$ cat config.mk
export PLATFORM = sky130hd
export DESIGN_NAME = muldiv_flat
export DESIGN_NICKNAME = d
export VERILOG_FILES = /design/src/rtl/muldiv_pkg.sv /design/src/rtl/muldiv_if.sv /design/src/rtl/muldiv.sv /design/src/flat_wrapper.sv
export SDC_FILE = /design/constraint.sdc
export NUM_CORES = 1
export LEC_CHECK = 0
export ABC_CLOCK_PERIOD_IN_PS = 5000
export BUFFER_PORTS_ARGS = -buffer_cell sky130_fd_sc_hd__buf_2
export CORE_MARGIN = 5
export CORE_UTILIZATION = 50
export DETAILED_ROUTE_END_ITERATION = 8
export PLACE_DENSITY_LB_ADDON = 0.3
export SLEW_MARGIN = 20
export SYNTH_ARGS = -nofsm -noshare
export SYNTH_HDL_FRONTEND = slang
export SYNTH_SLANG_ARGS = --single-unit
$ cat constraint.sdc
create_clock -name clk -period 5 [get_ports clk]
set_clock_uncertainty 0.05 [all_clocks]
set_input_delay 0.25 -clock clk [delete_from_list [all_inputs] [get_ports clk]]
set_output_delay 0.25 -clock clk [all_outputs]
set_load 0.02 [all_outputs]
$ cat src/rtl/muldiv_pkg.sv
// Shared definitions for the iterative multiply/divide unit: op and state
// encodings, datapath widths, the HI/LO payload and a magnitude helper.
package muldiv_pkg;

  localparam int unsigned MULDIV_CYCLES = 32;
  localparam int unsigned XLEN          = 32;

  typedef enum logic [1:0] {
    OP_MULT  = 2'b00,
    OP_MULTU = 2'b01,
    OP_DIV   = 2'b10,
    OP_DIVU  = 2'b11
  } op_e;

  typedef enum logic [1:0] {
    IDLE = 2'd0,
    RUN  = 2'd1,
    FIX  = 2'd2,
    DONE = 2'd3
  } state_e;

  typedef struct packed {
    logic [XLEN-1:0] hi;
    logic [XLEN-1:0] lo;
  } hilo_t;

  // Two's-complement magnitude when neg is set, passthrough otherwise.
  function automatic logic [XLEN-1:0] mag(input logic [XLEN-1:0] x, input logic neg);
    return neg ? (~x + XLEN'(1)) : x;
  endfunction

endpackage

$ cat src/rtl/muldiv_if.sv
// Request/result bundle between a pipeline front end and the muldiv unit.
interface muldiv_if;
  import muldiv_pkg::*;

  logic            start;
  op_e             op;
  logic [XLEN-1:0] a;
  logic [XLEN-1:0] b;
  logic            hi_we;
  logic            lo_we;
  logic [XLEN-1:0] wdata;
  logic            busy;
  logic            done;
  logic [XLEN-1:0] hi;
  logic [XLEN-1:0] lo;
  logic            div_by_zero;

  modport master (
    output start, op, a, b, hi_we, lo_we, wdata,
    input  busy, done, hi, lo, div_by_zero
  );

  modport slave (
    input  start, op, a, b, hi_we, lo_we, wdata,
    output busy, done, hi, lo, div_by_zero
  );

endinterface

$ cat src/rtl/muldiv.sv
// Iterative MULT/MULTU/DIV/DIVU unit with architectural HI/LO registers.
// A single 64-bit shift register carries both shift-add and restoring divide.
module muldiv
  import muldiv_pkg::*;
#(
  parameter int unsigned CYCLES = MULDIV_CYCLES
) (
  input logic      clk,
  input logic      reset,
  muldiv_if.slave  bus
);

  localparam int unsigned   CNT_W    = (CYCLES > 1) ? $clog2(CYCLES) : 1;
  localparam logic [CNT_W-1:0] CNT_LAST = CNT_W'(CYCLES - 1);

  state_e            state;
  logic [CNT_W-1:0]  cnt;
  logic [2*XLEN-1:0] acc;
  logic [XLEN-1:0]   opnd;
  logic [XLEN-1:0]   a_r;
  op_e               op_r;
  logic              neg_a;
  logic              neg_b;
  logic              b_zero;

  logic              busy_q;
  logic              done_q;
  logic              dbz_q;
  logic [XLEN-1:0]   hi_q;
  logic [XLEN-1:0]   lo_q;

  logic              is_div;
  logic [XLEN:0]     mul_sum;
  logic [XLEN:0]     div_trial;
  logic [2*XLEN-1:0] step;
  hilo_t             fixed;
  logic              start_signed;
  logic              start_neg_a;
  logic              start_neg_b;

  assign is_div       = (op_r == OP_DIV) || (op_r == OP_DIVU);
  assign start_signed = (bus.op == OP_MULT) || (bus.op == OP_DIV);
  assign start_neg_a  = start_signed & bus.a[XLEN-1];
  assign start_neg_b  = start_signed & bus.b[XLEN-1];

  // One iteration: multiply adds into the upper half and shifts right,
  // divide shifts left and keeps the trial subtraction when it does not borrow.
  always_comb begin
    mul_sum   = {1'b0, acc[2*XLEN-1:XLEN]} + {1'b0, opnd};
    div_trial = acc[2*XLEN-1:XLEN-1] - {1'b0, opnd};
    step      = acc;
    if (is_div) begin
      if (!div_trial[XLEN]) begin
        step = {div_trial[XLEN-1:0], acc[XLEN-2:0], 1'b1};
      end else begin
        step = {acc[2*XLEN-2:0], 1'b0};
      end
    end else if (acc[0]) begin
      step = {mul_sum, acc[XLEN-1:1]};
    end else begin
      step = {1'b0, acc[2*XLEN-1:1]};
    end
  end

  // Sign correction on the magnitude result; divide-by-zero overrides the
  // iterated value so the remainder is the untouched dividend.
  always_comb begin
    fixed.hi = acc[2*XLEN-1:XLEN];
    fixed.lo = acc[XLEN-1:0];
    if (!is_div) begin
      if (neg_a ^ neg_b) begin
        fixed = hilo_t'(~acc + (2*XLEN)'(1));
      end
    end else if (b_zero) begin
      fixed.hi = a_r;
      fixed.lo = '1;
    end else begin
      if (neg_a ^ neg_b) begin
        fixed.lo = ~acc[XLEN-1:0] + XLEN'(1);
      end
      if (neg_a) begin
        fixed.hi = ~acc[2*XLEN-1:XLEN] + XLEN'(1);
      end
    end
  end

  always_ff @(posedge clk) begin
    if (reset) begin
      state  <= IDLE;
      cnt    <= '0;
      acc    <= '0;
      opnd   <= '0;
      a_r    <= '0;
      op_r   <= OP_MULT;
      neg_a  <= 1'b0;
      neg_b  <= 1'b0;
      b_zero <= 1'b0;
      busy_q <= 1'b0;
      done_q <= 1'b0;
      dbz_q  <= 1'b0;
      hi_q   <= '0;
      lo_q   <= '0;
    end else begin
      done_q <= 1'b0;
      case (state)
        IDLE: begin
          // busy_q still high here means this is the done-pulse cycle.
          if (busy_q) begin
            busy_q <= 1'b0;
          end else begin
            if (bus.hi_we) hi_q <= bus.wdata;
            if (bus.lo_we) lo_q <= bus.wdata;
            if (bus.start) begin
              op_r   <= bus.op;
              a_r    <= bus.a;
              neg_a  <= start_neg_a;
              neg_b  <= start_neg_b;
              b_zero <= (bus.b == '0);
              acc    <= {{XLEN{1'b0}}, mag(bus.a, start_neg_a)};
              opnd   <= mag(bus.b, start_neg_b);
              cnt    <= '0;
              busy_q <= 1'b1;
              state  <= RUN;
            end
          end
        end
        RUN: begin
          acc <= step;
          cnt <= cnt + CNT_W'(1);
          if (cnt == CNT_LAST) state <= FIX;
        end
        FIX: begin
          acc   <= fixed;
          state <= DONE;
        end
        DONE: begin
          hi_q   <= acc[2*XLEN-1:XLEN];
          lo_q   <= acc[XLEN-1:0];
          dbz_q  <= is_div & b_zero;
          done_q <= 1'b1;
          state  <= IDLE;
        end
        default: state <= IDLE;
      endcase
    end
  end

  assign bus.busy        = busy_q;
  assign bus.done        = done_q;
  assign bus.hi          = hi_q;
  assign bus.lo          = lo_q;
  assign bus.div_by_zero = dbz_q;

endmodule

$ cat src/flat_wrapper.sv
// flat-port wrapper written by rule: the top's interface ports become plain ports
module muldiv_flat import muldiv_pkg::*;
#(
  parameter int unsigned CYCLES = MULDIV_CYCLES
)
  (clk, reset, bus_start, bus_op, bus_a, bus_b, bus_hi_we, bus_lo_we, bus_wdata, bus_busy, bus_done, bus_hi, bus_lo, bus_div_by_zero);
  muldiv_if bus_i ();
  input logic clk;
  input logic reset;
  input wire logic [$bits(bus_i.start)-1:0] bus_start;
  input wire logic [$bits(bus_i.op)-1:0] bus_op;
  input wire logic [$bits(bus_i.a)-1:0] bus_a;
  input wire logic [$bits(bus_i.b)-1:0] bus_b;
  input wire logic [$bits(bus_i.hi_we)-1:0] bus_hi_we;
  input wire logic [$bits(bus_i.lo_we)-1:0] bus_lo_we;
  input wire logic [$bits(bus_i.wdata)-1:0] bus_wdata;
  output wire logic [$bits(bus_i.busy)-1:0] bus_busy;
  output wire logic [$bits(bus_i.done)-1:0] bus_done;
  output wire logic [$bits(bus_i.hi)-1:0] bus_hi;
  output wire logic [$bits(bus_i.lo)-1:0] bus_lo;
  output wire logic [$bits(bus_i.div_by_zero)-1:0] bus_div_by_zero;
  assign bus_i.start = bus_start;
  assign bus_i.op = bus_op;
  assign bus_i.a = bus_a;
  assign bus_i.b = bus_b;
  assign bus_i.hi_we = bus_hi_we;
  assign bus_i.lo_we = bus_lo_we;
  assign bus_i.wdata = bus_wdata;
  assign bus_busy = bus_i.busy;
  assign bus_done = bus_i.done;
  assign bus_hi = bus_i.hi;
  assign bus_lo = bus_i.lo;
  assign bus_div_by_zero = bus_i.div_by_zero;
  muldiv #(.CYCLES(CYCLES)) u_core (.clk(clk), .reset(reset), .bus(bus_i));
endmodule
---- Word-level counts from Yosys, hierarchy flattened ----
Cells that the tools add are included.
cells by class
  add/sub/neg operators ................... 8
  equal/unequal tests ..................... 15
  multiplexer cells ....................... 29
  bitwise logic cells ..................... 10
  reductions and logical operators ........ 15
operators with widths
  operator                                               count
  2-to-1 mux 64 bit                                      8
  2-to-1 mux 32 bit                                      8
  case mux 64 bit (3 select lines)                       1
  adder 32 x 1 -> 32 bit, second input constant          4
  NOT 32 bit                                             4
  case mux 32 bit (2 select lines)                       2
  adder 64 x 1 -> 64 bit, second input constant          1
  NOT 64 bit                                             1
  adder 32 x 32 -> 33 bit                                1
  subtractor 33 x 32 -> 33 bit                           1
  logical NOT 32 bit                                     1
  AND reduction 3 bit                                    5
  == test 2 bit, second input constant                   5
  2-to-1 mux 5 bit                                       2
  case mux 5 bit (2 select lines)                        1
  AND reduction 5 bit                                    2
  inequality test 2 bit, second input constant           4
  case mux 2 bit (4 select lines)                        1
  2-to-1 mux 2 bit                                       3
  inequality test 3 x 1 -> 1 bit, second input constant  2
  adder 5 x 1 -> 5 bit, second input constant            1
  == test 5 bit, second input constant                   1
  logical NOT 2 bit                                      2
  inequality test 4 x 2 -> 1 bit, second input constant  1
  other kinds (9)                                        15
storage, ports and cells
  register bits after elaboration ......... 207
  input bits .............................. 103
  output and inout bits ................... 67
  logic and storage cells ................. 92

---- Logic depth before layout (Yosys ltp) ----
  depth in word-level cells ............... 7
  depth in mapped cells ................... 15
  depth with buffers taken out ............ 13

---- Least setup slack after synthesis ----
OpenSTA, ideal clock, no wires.
  path kind ............................... reg2reg
  start ................................... reg u_core.acc[32]
  end ..................................... reg u_core.acc[51]
  setup time .............................. 0.127 ns
  arrival ................................. 3.693 ns
  data required time ...................... 4.823 ns
  path slack .............................. 1.130 ns
  stages on the path, launching flop included .. 15
  buffers on the path ..................... 2
  clock period less this slack ............ 3.870 ns
  path through ............................ dfxtp_1 -> clkbuf_1 -> inv_1 -> fa_1 -> nand2b_1 -> a21o_1 -> and2_1 -> o21a_1 -> o41ai_1 -> o41ai_1 -> xnor2_2 -> buf_2 -> mux2_1 -> a22oi_1 -> nand3_1
between the ends
  cells in the longest elaborated chain, start to end .. 6
  elaborated cells on any way between the ends .. 14
  classes of those cells .................. add/sub (4); mux (8); bitwise (2)
RTL lines
  item                                  line           source
  start, declared                       muldiv.sv:18   logic [2*XLEN-1:0] acc;
  start signal, assigned                muldiv.sv:119  acc <= {{XLEN{1'b0}}, mag(bus.a, start_neg_a)};
  start signal, assigned                muldiv.sv:128  acc <= step;
  start signal, assigned                muldiv.sv:133  acc <= fixed;
  NOT 32 bit                            muldiv.sv:82   fixed.hi = ~acc[2*XLEN-1:XLEN] + XLEN'(1);
  adder 32 x 1 -> 32 bit                muldiv.sv:82
  2-to-1 mux 32 bit                     muldiv.sv:81   if (neg_a) begin
  2-to-1 mux 64 bit                     muldiv.sv:74   end else if (b_zero) begin
  2-to-1 mux 64 bit                     muldiv.sv:70   if (!is_div) begin
  case mux 64 bit (3 select lines) (*)  muldiv.sv:105  case (state)
Every way passes the cells marked *; elsewhere a longest branch is shown, timed or not. The select of a mux whose other input is x is not followed.
A chain may end at the register's enable or synchronous reset.

---- Worst setup path after layout ----
  start ................................... reg u_core.acc[31]
  end ..................................... reg u_core.acc[48]
between the ends
  cells in the longest elaborated chain, start to end .. 5
  elaborated cells on any way between the ends .. 8
  classes of those cells .................. add/sub (2); mux (5); bitwise (1)
RTL lines
  item                                  line           source
  NOT 64 bit                            muldiv.sv:72   fixed = hilo_t'(~acc + (2*XLEN)'(1));
  adder 64 x 1 -> 64 bit                muldiv.sv:72
  2-to-1 mux 64 bit                     muldiv.sv:71   if (neg_a ^ neg_b) begin
  2-to-1 mux 64 bit                     muldiv.sv:70
  case mux 64 bit (3 select lines) (*)  muldiv.sv:105
Marked as above.

==> run metrics <==
Fillers between 3,000 and 4,000; CTS max path bufs 3; outcome completed; CP delay by family, top compound AO/OA/AOI/OAI gates; clock period minus worst slack 4.04 ns; CTS root buf clkbuf_16; Die Wd between 150 and 200 um; CP endpoint kind register; Syn Nets around 2,500; Clock transition at path regs 0.06 ns; # Post-CTS Setup Buffers 0; Lkg Pwr 7.84 nW; IO Port Bufs 169; Final Util 58.0%; Compound-Gate Fraction of Synth Area 28.3%; Post-Synth XOR/XNOR Area approximately 8.4%; Worst VDD drop between 0.6 and 0.7 mV; Post-synth EDFFs 0; cts hold-fix bufs 42; Yosys top cell area share 24.8%; WL final 57,200 um; most used cell along the critical path o41ai_1; CP Max Fanout 45; vias per inst around 6.2; Critical Path Source Type register; antenna cell count 0; area occupied by multi-input gates ~12,000 um^2; # nets final 2,577; fin crit share 80.7%; Worst Path Required 5.39 ns; Hold Path Depth 3; Initial Util 50.9%; Syn-to-layout area delta 13.9%; drt wl/cell around 20 um; post-DP HPWL 41,500 um; number of global-route vias before repair roughly 17,000; critical path's slowest cell dfxtp_1; # IOs 170; Hold Startpoint bus_b[0]; Antenna Violating Nets Remaining 0; fin cells 2,858; Worst Hold End u_core.opnd[0]; PD cells 576 nW/um^2; Hold Crit Class in2reg; drc violations 0; clk sink count 206; Ys Warns 0; reg2reg start u_core.acc[31]; Post-synth top flop dfxtp_1; crit-path cells inv_1 -> ha_1 -> fa_1 -> nand2b_1 -> a21o_1 -> and2_1 -> o21a_1 -> o41ai_1 -> buf_4 -> o41ai_1 -> xnor2_4 -> buf_12 -> mux2i_1 -> a221oi_1 -> a211o_1; Post-Synth Adder-Cell Area 5.82%; Max-slew headroom 34.8%; ys async rst share 0%; mean post-synth cell area 7.18 um^2; register area share after synthesis between 20% and 30%; die height 192 um; GP Congestion 1.01; Synth Register Bits 206; via count 17,800; max_cap viols 0; main combinational cell family by area after synthesis compound AO/OA/AOI/OAI gates; post-cts sizing count 0; FF/Latch Area 4130 um^2; Slew Limit Fails 0; CP bufs+invs 3; global-route usage over all layers 29.5%; RSZ-0062 raised after global routing no; largest area contributor in the netlist dfxtp_1; # setup viols final 0; Least-Margin Pin Slew 0.975 ns; Post-Syn Area roughly 17,000 um^2; CTS tree done; Placed Cells about 2,800; first drt pass iteration count 8; Rows 66; first-pass GRT wire length 88,900 um; largest net degree at the start of global routing 108; Setup crit start u_core.acc[31]; crit path kind reg2reg; die area roughly 37,000 um^2; Synth Area in Simple Gates 21.9%; Setup TNS Final 0 ns; Worst Path Arrival roughly 4.4 ns; Area contributors post-synth dfxtp_1 (25%), a21oi_1 (9.4%), nor2_1 (6.4%), a211oi_1 (5.9%), ha_1 (5.6%); iteration-0 DRC count of the detailed router 1,781; grt ovf 0; Synth Instances 2,312; Synth cell types between 80 and 90; R2R Setup Slk approximately 0.96 ns; Max Freq about 250 MHz; total CTS buffers 25; initial antenna violation count 0; layout cells sized above 1 between 10% and 20%; H-tree levels 1; Clock Latency Late Sink between 0.5 and 0.6 ns; core area roughly 33,000 um^2; Max stage delay on crit path 0.45 ns; worst-case reg-to-reg path depth 15; Reg-to-Reg End u_core.acc[48]; mux share of post-synthesis cell area approximately 4.7%; Hold Vio Cnt, Final 0
[per-layer routing]
metal  share of wire [%]  wire (um)  track usage (%)
met5                   0          0                0
met4                 4.5       2550             12.5
met3                 7.7       4410             4.07
met2                  46      26500             48.6
met1                  41      23700             38.8
[sequential cells by signal, summed over array words and instances, names as in the netlist]
| signal | cells |
|---|---|
| u_core.a_r | 32 |
| u_core.acc | 64 |
| u_core.b_zero | 1 |
| u_core.bus.busy | 1 |
| u_core.bus.div_by_zero | 1 |
| u_core.bus.done | 1 |
| u_core.bus.hi | 32 |
| u_core.bus.lo | 32 |
| u_core.cnt | 5 |
| u_core.neg_a | 1 |
| u_core.neg_b | 1 |
| u_core.op_r | 1 |
| u_core.opnd | 32 |
| u_core.state | 2 |
[kinds of logic (layout without fill, tap and decap cells)]
| group | count (synthesis) | after routing |
|---|---|---|
| adders and majority gates | 76 | 76 |
| and+or+nand+nor | 787 | 787 |
| AOI/OAI and AO/OA | 752 | 752 |
| xor gates and xnor gates | 159 | 159 |
| muxes | 72 | 72 |
| DFF | 206 | 206 |
| buffers and inverters | 260 | 364 |
[cell usage in the layout, fill, tap and decap left out, types with 41 or more instances in the layout]
master	n
a211oi_1	131
a21oi_1	312
buf_2	168
dfxtp_1	205
dlygate4sd3_1	42
ha_1	73
inv_1	71
mux2_2	41
nand2_1	217
nor2_1	285
nor2b_1	46
nor3_1	55
o21ai_0	85
xnor2_1	75
xor2_1	83
[worst min-delay path: cells and delay by family]
| family | cells | cell delay (ns) |
|---|---|---|
| AO/OA/AOI/OAI | 1 | 0.07 |
| buffers and inverters | 1 | 0.12 |
| AND/OR/NAND/NOR | 1 | 0.12 |
[worst max path at each step]
| stage | endpoint | slack (ns) | cells past startpoint |
|---|---|---|---|
| 4_1_cts | u_core.acc[51] | 1.05 | 15 |
| 3_3_place_gp | u_core.acc[51] | 1.16 | 15 |
| 2_1_floorplan | u_core.acc[51] | 1.13 | 14 |
| 3_5_place_dp | u_core.acc[51] | 1.09 | 15 |
| 5_1_grt | u_core.acc[37] | 0.75 | 15 |
| 6_report | u_core.acc[48] | 0.96 | 15 |
[synthesized netlist by cell type, types with 35 or more instances]
master / n
mux2_2: 41
nand3_1: 35
dfxtp_1: 206
inv_1: 71
ha_1: 74
nor3_1: 55
clkbuf_1: 167
xnor2_1: 75
xor2_1: 83
nor2_1: 285
a211oi_1: 131
a21oi_1: 313
nand2_1: 217
nor2b_1: 46
o21ai_0: 85
[through the flow]
| step | cell area (um^2) | power (mW) | hold WS, ns | setup WS, ns |
|---|---|---|---|---|
| 6_report | 18900 | 10.9 | 0.0190 | 0.964 |
| 4_1_cts | 18900 | 10.8 | 0.0147 | 1.05 |
| 5_1_grt | 18900 | 11.6 | 0.0368 | 0.748 |
| 3_3_place_gp | 17600 | 8.73 | 0.391 | 1.16 |
| 3_5_place_dp | 17600 | 8.82 | 0.395 | 1.09 |
| 2_1_floorplan | 16600 | 7.24 | 0.336 | 1.13 |
[cell type report]
class | instances | share of cell area, %
clock buffer | 35 | 3.93
tap | 442 | 2.93
timing repair buffer | 246 | 8.19
multi-input combinational | 1846 | 61.0
clock inverter | 10 | 0.649
sequential | 206 | 21.8
inverter | 73 | 1.45
[power breakdown]
part	switching [mW]	internal (mW)
Sequential	0.565	2.13
Clock	0.769	1.14
Combinational	3.98	2.31
Total	5.31	5.58
No activity file was read; power rests on OpenSTA's default activity.
